--- config.mk ---
export PLATFORM = sky130hd
export DESIGN_NAME = stopwatch_timer_core
export DESIGN_NICKNAME = d
export VERILOG_FILES = /design/src/rtl/stopwatch_timer_core.sv
export SDC_FILE = /design/constraint.sdc
export NUM_CORES = 1
export LEC_CHECK = 0
export CORE_MARGIN = 4
export CORE_UTILIZATION = 45
export CTS_BUF_LIST = sky130_fd_sc_hd__clkbuf_16
export CTS_CLUSTER_DIAMETER = 50
export DETAILED_ROUTE_END_ITERATION = 8
export DONT_BUFFER_PORTS = 1
export PLACE_DENSITY = 0.63
export REMOVE_ABC_BUFFERS = 1
export SLEW_MARGIN = 5
export SYNTH_ARGS = -nofsm -noshare
export SYNTH_HDL_FRONTEND = slang
export SYNTH_SLANG_ARGS = --single-unit
--- constraint.sdc ---
create_clock -name clk -period 2.9 [get_ports clk]
set_input_delay 0.58 -clock clk [delete_from_list [all_inputs] [get_ports clk]]
set_output_delay 0.58 -clock clk [all_outputs]
set_load 0.1 [all_outputs]
--- src/rtl/stopwatch_timer_core.sv ---
// Stopwatch/countdown timer core: prescaled base tick, up/down min:sec count,
// run/pause/done control, lap freeze and wrap/saturate overflow policy.
module stopwatch_timer_core #(
   parameter int TICKS_PER_SEC = 100,
   parameter int MIN_W         = 7,
   parameter int MIN_MAX       = 99,
   parameter int WRAP          = 1
) (
   input  logic             clk,
   input  logic             reset_n,
   input  logic             tick,
   input  logic             start_stop,
   input  logic             clear,
   input  logic             lap,
   input  logic             count_down,
   input  logic [MIN_W-1:0] load_min,
   input  logic [5:0]       load_sec,
   output logic [MIN_W-1:0] disp_min,
   output logic [5:0]       disp_sec,
   output logic             running,
   output logic             lap_hold,
   output logic             done,
   output logic             overflow
);
   localparam int PW = (TICKS_PER_SEC > 1) ? $clog2(TICKS_PER_SEC) : 1;
   localparam logic [PW-1:0]    PLAST = PW'(TICKS_PER_SEC - 1);
   localparam logic [MIN_W-1:0] MMAX  = MIN_W'(MIN_MAX);

   typedef enum logic [1:0] {IDLE, RUN, PAUSE, DONE} state_t;

   state_t           state, state_n;
   logic [MIN_W-1:0] min_q, min_n, fmin_q, fmin_n;
   logic [5:0]       sec_q, sec_n, fsec_q, fsec_n;
   logic [PW-1:0]    presc_q, presc_n;
   logic             mode_q, mode_n;
   logic             lap_hold_n, done_n, ovf_n;

   always_ff @(posedge clk or negedge reset_n) begin
      if (!reset_n) begin
         state    <= IDLE;
         min_q    <= '0;
         sec_q    <= '0;
         fmin_q   <= '0;
         fsec_q   <= '0;
         presc_q  <= '0;
         mode_q   <= 1'b0;
         lap_hold <= 1'b0;
         done     <= 1'b0;
         overflow <= 1'b0;
         running  <= 1'b0;
      end else begin
         state    <= state_n;
         min_q    <= min_n;
         sec_q    <= sec_n;
         fmin_q   <= fmin_n;
         fsec_q   <= fsec_n;
         presc_q  <= presc_n;
         mode_q   <= mode_n;
         lap_hold <= lap_hold_n;
         done     <= done_n;
         overflow <= ovf_n;
         running  <= (state_n == RUN);
      end
   end

   always_comb begin
      state_n    = state;
      min_n      = min_q;
      sec_n      = sec_q;
      fmin_n     = fmin_q;
      fsec_n     = fsec_q;
      presc_n    = presc_q;
      mode_n     = mode_q;
      lap_hold_n = lap_hold;
      done_n     = 1'b0;
      ovf_n      = overflow;

      if (clear) begin
         state_n    = IDLE;
         min_n      = '0;
         sec_n      = '0;
         presc_n    = '0;
         lap_hold_n = 1'b0;
         ovf_n      = 1'b0;
      end else if (start_stop) begin
         case (state)
            IDLE: begin
               mode_n  = count_down;
               presc_n = '0;
               if (count_down) begin
                  min_n = (load_min > MMAX) ? MMAX : load_min;
                  sec_n = (load_sec > 6'd59) ? 6'd59 : load_sec;
                  if (min_n == '0 && sec_n == '0) begin
                     state_n = DONE;
                     done_n  = 1'b1;
                  end else begin
                     state_n = RUN;
                  end
               end else begin
                  min_n   = '0;
                  sec_n   = '0;
                  state_n = RUN;
               end
            end
            RUN:     state_n = PAUSE;
            PAUSE:   state_n = RUN;
            default: ;
         endcase
      end else if (state == RUN || state == PAUSE) begin
         // lap captures the pre-step count; a same-cycle step only moves live regs
         if (lap) begin
            if (lap_hold) begin
               lap_hold_n = 1'b0;
            end else begin
               fmin_n     = min_q;
               fsec_n     = sec_q;
               lap_hold_n = 1'b1;
            end
         end
         if (state == RUN && tick) begin
            if (presc_q == PLAST) begin
               presc_n = '0;
               if (!mode_q) begin
                  if (sec_q < 6'd59) begin
                     sec_n = sec_q + 6'd1;
                  end else if (min_q < MMAX) begin
                     sec_n = '0;
                     min_n = min_q + MIN_W'(1);
                  end else if (WRAP != 0) begin
                     sec_n = '0;
                     min_n = '0;
                     ovf_n = 1'b1;
                  end else begin
                     state_n    = DONE;
                     done_n     = 1'b1;
                     lap_hold_n = 1'b0;
                  end
               end else begin
                  if (sec_q != '0) begin
                     sec_n = sec_q - 6'd1;
                  end else begin
                     sec_n = 6'd59;
                     min_n = min_q - MIN_W'(1);
                  end
                  if (min_n == '0 && sec_n == '0) begin
                     state_n    = DONE;
                     done_n     = 1'b1;
                     lap_hold_n = 1'b0;
                  end
               end
            end else begin
               presc_n = presc_q + PW'(1);
            end
         end
      end
   end

   assign disp_min = lap_hold ? fmin_q : min_q;
   assign disp_sec = lap_hold ? fsec_q : sec_q;

endmodule

==> results_dict.tcl <==
set metrics [dict create \
    outcome "finished clean" \
    htree_levels 2 \
    reg2reg_depth 8 \
    die_area_sq_um 7710 \
    hold_path.class "in -> async" \
    dp_slack_ns 0.236 \
    drive_above_1_share 0.181 \
    p_total_uw 2220 \
    ir_drop_mv 0.360 \
    synth_top_cell_by_area "dfrtp_1" \
    grt_pass1_vias 2393 \
    dpl.hpwl_mm 5.43 \
    tritoncts.num_buffers 5 \
    synthArstFlopShare 1.00 \
    synth_most_common_cell "dfrtp_1" \
    placed_area_sq_um 2970 \
    cts.sinks 40 \
    grt_antenna_before_repair 1 \
    yosys_most_used_dff "dfrtp_1" \
    worstPathArrival_ns 2.88 \
    timing.rr.start "sec_q[0]" \
    yosysSeqAreaShare 0.349 \
    clock_skew_ns 0.00331 \
    multi_input_area_sq_um 1750 \
    nets 350 \
    io_pins 37 \
    design_area_sq_um 3120 \
    drt_first_pass_iters 5 \
    grt_pass1_wl_mm 12.1 \
    crit_path_end_kind "flip-flop" \
    grt_max_degree 41 \
    worstPathRequired_ns 3.07 \
    startpoint "sec_q[0]" \
    fin_ws_ns 0.197 \
    start_util 0.473 \
    wirelength_mm 7.34 \
    critPathKind "reg -> reg" \
    final-seq-area_sq_um 1000 \
    path_max_fanout 9 \
    coreArea_sq_um 6060 \
    met1_usage 0.255 \
    port_buffers 0 \
    power.density_nw_per_um2 711 \
    rsz0062_at_grt "false" \
    cp-start-kind "flip-flop" \
    ys_seq_elements 40 \
    gr-usage-met3 0.0517 \
    ant_nets 0 \
    yosys-top-cells-count "dfrtp_1, nand2_1, o21ai_0, mux2_2, nor2_1" \
    worst_pin_slew_ns 0.908 \
    viasPerCell 6.17 \
    avgSynthCellArea_sq_um 8.87 \
    clock_path_buffers 2 \
    grt_busiest_layer "met2" \
    yosysUniqueCellTypes 66 \
    num_vias 2445 \
    grtUsageTotal 0.204 \
    finalHoldViolCount 0 \
    period_share 0.932 \
    clk_pin_slew_worst_paths_ns 0.06 \
    synth_cells 323 \
    cts_tree "built" \
    wire_per_inst_um 18.5 \
    dieHeight_um 87.8 \
    worstSkewPairLatency_ns 0.28 \
    fin_setup_tns_ns 0 \
    slew_violations 0 \
    period_needed_ns 2.70 \
    yosysWarnings 0 \
    synth_edf_count 0 \
    use_met2 0.334 \
    ctsRootBufferMaster "clkbuf_16" \
    syn_to_final_growth_pct 8.95 \
    leakagePower_uw 0.00130 \
    max_slew_margin 0.394 \
    fillers 554 \
    r2r_slack_ns 0.20 \
    drtIter0Drc 236 \
    row_count 28 \
    ys_top_cells_by_area "dfrtp_1, mux2_2, o21ai_0" \
    max_freq_mhz 370 \
    cap_violations 0 \
    setup_viol 0 \
    gp_congestion 0.930 \
    overflow 0 \
    cts_setup_buffers 0 \
    route.detailed.drc 0 \
    yosys.area.top_type_share 0.349 \
    die_x_um 87.8 \
    r2r_end "running" \
    syn_area_sq_um 2870 \
]
[per-layer routing]
metal,vias to the layer above,routed length (um)
met1,1153,3070
met3,19,494
met4,0,233
li1,1189,-
met2,84,3530
met5,-,0
[power by group]
group,leakage [uW],internal [uW],switching [uW]
Combinational,0.000699,290,595
Sequential,0.000532,654,162
Clock,0.0000709,309,211
Total,0.00130,1250,967
[repair_timing]
action,4_1_cts,5_1_grt
gates resized for setup,0,0
hold buffers,1,0
hold endpoints to repair,40,0
[logic make-up (layout without fill, tap and decap cells)]
logic type / count (synthesis) / in the layout / synth area share
mux: 24 / 24 / 0.0934
other cells: 0 / 1 / 0
buf+inv: 33 / 30 / 0.0480
simple gates: 119 / 119 / 0.227
xor+xnor: 7 / 7 / 0.0214
fa+ha+maj: 10 / 10 / 0.0436
compound gates: 90 / 90 / 0.217
flops: 40 / 40 / 0.349
[state kept, by name (all words and copies together) (netlist names)]
name      count
done          1
fmin_q        7
fsec_q        6
lap_hold      1
min_q         7
mode_q        1
overflow      1
presc_q       7
running       1
sec_q         6
state         2
[how the worst max path moves through the flow]
stage,end,slack (ns),cells after the start
4_1_cts,running,0.22,8
6_report,running,0.20,8
3_5_place_dp,running,0.24,8
2_1_floorplan,disp_min[0],-0.97,1
3_3_place_gp,running,0.31,8
5_1_grt,running,0.03,8
[through the flow]
stage                     utilization  instances  hold slack (ns)
final                           0.515        396            0.133
after global routing            0.515        396            0.142
after CTS                       0.515        395            0.146
after detailed placement        0.489        387            0.286
after global placement          0.489        387            0.286
after floorplan                     -        301            0.284
[critical path: stages (launching register included)]
cell and delay [ns]:
dfrtp_1 0.47, inv_1 0.17, ha_1 0.36, or3b_4 0.45, nor3_2 0.24, nand4b_1 0.19
a2111oi_4 0.45, o311a_1 0.23, nor2b_2 0.04
[area by class of cell]
type,instances,area share
inverter,11,0.0132
clock buffer,5,0.0401
antenna,1,0.000801
sequential,40,0.321
timing repair buffer,12,0.0329
multi-input combinational,250,0.559
clock inverter,2,0.00280
tap,75,0.0300
[placed cells by master (no fill, tap or decap), types with 4 or more instances in the layout]
cell,Yosys,final
nand2b_1,6,6
and2_1,4,4
clkbuf_16,0,5
dfrtp_1,40,39
nor2_1,18,18
o21ai_2,0,5
xnor2_1,5,5
nand2_1,31,31
o21ai_0,27,22
a21oi_1,15,15
buf_4,1,11
nor2b_1,5,5
nor3_1,15,15
nand3_1,6,6
a32oi_1,4,4
ha_1,10,10
mux2_2,22,22
inv_1,11,12
and3_1,6,6
No activity file was read; power rests on OpenSTA's default activity.
